`src/rtl/cache_arb_pkg.sv`:
```
// Shared types for the I/D cacheline arbiter: FSM states, requester ids and
// the mapping from a winning requester to its grant state.
package cache_arb_pkg;

    typedef enum logic [1:0] {
        ARB_IDLE,
        ARB_GNT_I,
        ARB_GNT_D,
        ARB_RECOVER
    } arb_state_t;

    typedef enum logic {
        SRC_I,
        SRC_D
    } arb_src_t;

    function automatic arb_state_t grant_state(input arb_src_t src);
        return (src == SRC_D) ? ARB_GNT_D : ARB_GNT_I;
    endfunction

endpackage

```
`src/rtl/rr_arb2.sv`:
```
// Two-way requester pick (fixed D priority or round-robin) plus the
// last-grant flop that steers round-robin ties.
module rr_arb2
    import cache_arb_pkg::*;
#(
    parameter int D_PRIORITY = 1
) (
    input  logic     clk,
    input  logic     rst,
    input  logic     i_req,
    input  logic     d_req,
    input  logic     grant_en,
    output logic     pick_valid,
    output arb_src_t pick_src
);

    arb_src_t last_grant_reg;

    always_comb begin
        pick_valid = i_req | d_req;
        pick_src   = SRC_I;
        if (i_req && d_req) begin
            if (D_PRIORITY != 0) begin
                pick_src = SRC_D;
            end else begin
                // Round-robin: the requester that did not win last time goes next.
                pick_src = (last_grant_reg == SRC_I) ? SRC_D : SRC_I;
            end
        end else if (d_req) begin
            pick_src = SRC_D;
        end
    end

    always_ff @(posedge clk) begin
        if (rst) begin
            last_grant_reg <= SRC_I;
        end else if (grant_en && pick_valid) begin
            last_grant_reg <= pick_src;
        end
    end

endmodule

```
`src/rtl/cacheline_arbiter.sv`:
```
// Serialises I-cache line reads and D-cache line reads/writebacks onto the single
// cacheline adaptor port, one transaction at a time with a recovery cycle between.
module cacheline_arbiter
    import cache_arb_pkg::*;
#(
    parameter int ADDR_W     = 32,
    parameter int LINE_W     = 256,
    parameter int D_PRIORITY = 1
) (
    input  logic              clk,
    input  logic              rst,
    input  logic [ADDR_W-1:0] i_address,
    input  logic              i_read,
    output logic [LINE_W-1:0] i_rdata,
    output logic              i_resp,
    input  logic [ADDR_W-1:0] d_address,
    input  logic              d_read,
    input  logic              d_write,
    input  logic [LINE_W-1:0] d_wdata,
    output logic [LINE_W-1:0] d_rdata,
    output logic              d_resp,
    output logic [ADDR_W-1:0] m_address,
    output logic              m_read,
    output logic              m_write,
    output logic [LINE_W-1:0] m_wdata,
    input  logic [LINE_W-1:0] m_rdata,
    input  logic              m_resp
);

    arb_state_t        state_reg, state_next;
    logic [ADDR_W-1:0] m_address_reg;
    logic [LINE_W-1:0] m_wdata_reg;
    logic              m_read_reg, m_write_reg;
    logic              pick_valid;
    arb_src_t          pick_src;
    logic              grant;
    logic              d_is_write;

    rr_arb2 #(
        .D_PRIORITY(D_PRIORITY)
    ) u_rr_arb2 (
        .clk       (clk),
        .rst       (rst),
        .i_req     (i_read),
        .d_req     (d_read | d_write),
        .grant_en  (state_reg == ARB_IDLE),
        .pick_valid(pick_valid),
        .pick_src  (pick_src)
    );

    assign grant      = (state_reg == ARB_IDLE) && pick_valid;
    assign d_is_write = (pick_src == SRC_D) && d_write;

    always_comb begin
        state_next = state_reg;
        case (state_reg)
            ARB_IDLE:    if (pick_valid) state_next = grant_state(pick_src);
            ARB_GNT_I,
            ARB_GNT_D:   if (m_resp) state_next = ARB_RECOVER;
            ARB_RECOVER: state_next = ARB_IDLE;
            default:     state_next = ARB_IDLE;
        endcase
    end

    // The m_* registers are loaded only at grant, so requester changes mid-transaction
    // never reach the adaptor.
    always_ff @(posedge clk) begin
        if (rst) begin
            state_reg     <= ARB_IDLE;
            m_address_reg <= '0;
            m_wdata_reg   <= '0;
            m_read_reg    <= 1'b0;
            m_write_reg   <= 1'b0;
        end else begin
            state_reg <= state_next;
            if (grant) begin
                m_address_reg <= (pick_src == SRC_D) ? d_address : i_address;
                m_wdata_reg   <= d_wdata;
                m_read_reg    <= ~d_is_write;
                m_write_reg   <= d_is_write;
            end else if ((state_reg == ARB_GNT_I || state_reg == ARB_GNT_D) && m_resp) begin
                m_read_reg  <= 1'b0;
                m_write_reg <= 1'b0;
            end
        end
    end

    assign m_address = m_address_reg;
    assign m_wdata   = m_wdata_reg;
    assign m_read    = m_read_reg;
    assign m_write   = m_write_reg;

    assign i_resp  = (state_reg == ARB_GNT_I) && m_resp;
    assign d_resp  = (state_reg == ARB_GNT_D) && m_resp;
    assign i_rdata = m_rdata;
    assign d_rdata = m_rdata;

    always_ff @(posedge clk) begin
        if (!rst) begin
            assert (!(d_read && d_write));
            assert (!(m_resp && (state_reg == ARB_IDLE || state_reg == ARB_RECOVER)));
        end
    end

endmodule

```
`config.mk`:
```
export PLATFORM = sky130hd
export DESIGN_NAME = cacheline_arbiter
export DESIGN_NICKNAME = d
export VERILOG_FILES = /design/src/rtl/cache_arb_pkg.sv /design/src/rtl/rr_arb2.sv /design/src/rtl/cacheline_arbiter.sv
export SDC_FILE = /design/constraint.sdc
export NUM_CORES = 1
export LEC_CHECK = 0
export ABC_AREA = 0
export BUFFER_PORTS_ARGS = -buffer_cell sky130_fd_sc_hd__buf_2
export CAP_MARGIN = 10
export CORE_AREA = 10 10 532 534
export CTS_BUF_LIST = sky130_fd_sc_hd__clkbuf_16
export CTS_CLUSTER_DIAMETER = 50
export CTS_CLUSTER_SIZE = 16
export DETAILED_ROUTE_END_ITERATION = 12
export DIE_AREA = 0 0 542 544
export PLACE_DENSITY_LB_ADDON = 0.12
export SYNTH_ARGS = -nofsm -noshare
export SYNTH_HDL_FRONTEND = slang
export SYNTH_SLANG_ARGS = --single-unit
export TNS_END_PERCENT = 30
```
`constraint.sdc`:
```
create_clock -name clk -period 2.23 [get_ports clk]
set_clock_uncertainty 0.2 [all_clocks]
set_input_delay 0.223 -clock clk [delete_from_list [all_inputs] [get_ports clk]]
set_output_delay 0.223 -clock clk [all_outputs]
set_load 0.01 [all_outputs]
```
==> flow_summary_export.csv <==
group,metric,value,unit
yosys,ys_ff_latch,292,
clock_network,clock-root-buffer,"clkbuf_16",
yosys,netlist_area,0.0143,sq mm
drt,finalWirelength,135000,um
yosys,yosysWarningCount,0,
sta,finalSetupViolCount,0,
sta,finalCritPeriodShare,95.6,%
sta,worstMarginPinSlew,447,ps
power_and_ir_drop,finalPower,31.3,mW
global_routing,grt.overflow.total,0,
floorplanning,initial_utilization,5.24,%
power_and_ir_drop,power_leakage,9.92,nW
layout,num-fill-cells,31900,
clock_network,htreeDepth,3,
layout,multiInputGateArea,0.00409,sq mm
setup_path,path_max_fanout,3,
layout,largest_register_ffs,256,
drt,via_per_inst,2.34,
sta,hold_viol_final,0,
layout,finish.utilization,9.07,%
setup_path,crit_arrival,1710,ps
floorplanning,core,0.272,sq mm
sta,fmax,469,MHz
clock_network,worstSkewPairLatency,750,ps
drt,drt_iter0_markers,449,
setup_path,cp_num_buf_inv,3,
global_routing,groute.usage.overall,8.74,%
layout,area_growth,73.3,%
yosys,netlist_instances,1837,
layout,regArea,0.00585,sq mm
setup_path,crit_path_frequent_cell,"buf_4",
global_routing,antenna_found_initial,32,
setup_path,crit_required,1810,ps
yosys,avgSynthCellArea,7.77,sq um
global_routing,grt_max_degree,64,
place,place_area,0.0185,sq mm
drt,wl_per_cell,22.5,um
global_routing,grt_pass1_wl,169000,um
place,numPortBuffers,617,
sta,period_needed,2130,ps
sta,finalMaxSlewViolations,0,
yosys,synth.net_count,2423,
setup_path,path_cells,"inv_1, buf_4, ha_1, and2_1, buf_4",
floorplanning,rows,192,
place,place_congestion,0.682,
setup_path,crit_type,"register to output pin",
global_routing,grt_pass1_vias,15300,
clock_network,post_cts_buffers,0,
status,status,"finished, final reports clean",
layout,postLayoutCellArea,0.0247,sq mm
drt,vias,14100,
setup_path,crit_slowest_cell,"dfxtp_2",
place,place_hpwl,116000,um
drt,drc_errors,0,
worst_hold_path,holdCritPathClass,"primary input to register",
setup_path,start_kind,"register",
floorplanning,dieHeight,544,um
floorplanning,dieArea,0.295,sq mm
setup_path,slowest_delay,320,ps
clock_network,clkTransAtPathRegs,40,ps
yosys,ys_types,21,
drt,first_pass_iters,5,
floorplanning,die_width,542,um
clock_network,cts_buffer_depth,4,
power_and_ir_drop,ir_worst_vdd,0.000825,V
clock_network,cts.sinks,292,
drt,postRouteAntennaNets,0,
yosys,synth_seq_area_share,41.0,%
job,drv_cap,0,
layout,drive_above_1_share,34.6,%
floorplanning,pin_count,1386,
clock_network,cts_tree,"done",
setup_path,cp_top_family,"buffers and inverters",
power_and_ir_drop,p_per_area,1270,mW/mm^2
clock_network,cts_made_buffers,84,
layout,nets,2939,
setup_path,cp-end-kind,"output pin",
sta,tns,0,ps
sta,maxSlewHeadroom,70.2,%
## power breakdown
part	leakage, nW	internal, mW	total [mW]	switching (mW)
logic	6.16	3.96	11.6	7.68
registers	2.41	6.72	7.61	0.884
clock network	1.35	8.03	12.1	4.06
total	9.92	18.7	31.3	12.6
## final timing paths
check        depth (start not counted)            to          from  slack, ps
max                                  5        i_resp  state_reg[1]        100
min                                  6  m_address[3]        d_read         30
max reg2reg                          9  m_wdata[255]  state_reg[0]        220
min reg2reg                          2  m_wdata[138]  m_wdata[138]        250
## worst register-to-register path: cells and delay by family (launching register included)
family,cells,cell delay (ps)
compound gates,2,200
fa+ha+maj,1,220
buf+inv,5,890
flops,1,350
simple gates,1,60
## stage by stage
stage | hold WS [ps] | cells | setup slack, ps
2_1_floorplan | 159 | 1837 | 450
3_3_place_gp | 241 | 5507 | 105
3_5_place_dp | 246 | 5507 | 111
4_1_cts | 0.181 | 6006 | 5.31
5_1_grt | 21.2 | 6007 | -15.3
6_report | 27.7 | 6014 | 97.7
## Yosys cell counts
library cell | n | area [sq um]
nand2_1 | 547 | 2050
buf_4 | 525 | 3940
dfxtp_1 | 292 | 5850
a21oi_1 | 260 | 1300
clkbuf_1 | 65 | 244
nor2_1 | 34 | 128
a311oi_1 | 33 | 289
o21ai_0 | 32 | 160
buf_2 | 26 | 130
buf_1 | 4 | 15.0
ha_1 | 4 | 50.1
inv_1 | 3 | 11.3
and2_1 | 2 | 12.5
nand2b_1 | 2 | 12.5
nand3_1 | 2 | 10.0
a211o_1 | 1 | 8.76
nor3b_1 | 1 | 7.51
o31a_1 | 1 | 8.76
o31ai_4 | 1 | 21.3
o41ai_1 | 1 | 8.76
or4b_1 | 1 | 10.0
## layer usage
| layer | global-route usage, % | vias up | routed length (um) |
|---|---|---|---|
| met5 | 0.0962 | - | 31 |
| met4 | 4.04 | 4 | 6620 |
| met3 | 9.51 | 372 | 31600 |
| met2 | 12.2 | 1078 | 53200 |
| met1 | 8.02 | 6183 | 43700 |
| li1 | - | 6458 | - |
## cell families after synthesis
logic type               count (synthesis)  synth area share (%)
flip-flops                             292                  41.0
AO/OA/AOI/OAI                          329                  12.6
AND/OR/NAND/NOR                        589                  15.7
buffers and inverters                  623                  30.4
adder cells (fa/ha/maj)                  4                 0.351
## repair_timing
action	in CTS	in global routing
setup endpoints to repair	1	0
resized for setup	2	0
endpoints found under the hold margin	292	0
hold buffers	349	0
## cells in the final DEF (no fill, tap or decap), types with 5 or more instances in the layout
cell type	synthesis	final
a21oi_1	260	260
a311oi_1	33	33
buf_12	0	24
buf_2	26	615
buf_4	525	61
bufinv_16	0	10
clkbuf_16	0	85
clkinv_1	0	12
clkinv_2	0	17
clkinvlp_4	0	10
dfxtp_1	292	291
diode_2	0	8
dlygate4sd3_1	0	349
inv_1	3	10
inv_6	0	5
nand2_1	547	547
nor2_1	34	33
o21ai_0	32	32
## final cells by class
type                    instances  area share [%]
diodes                          8          0.0810
clock buffers                  85            8.60
clock inverters                65            2.47
inverters                       3          0.0456
multi-input cells             922            16.5
flip-flops and latches        292            23.7
well taps                    3589            18.2
repair buffers               1050            30.4
Power figures use the tool's default switching activity.
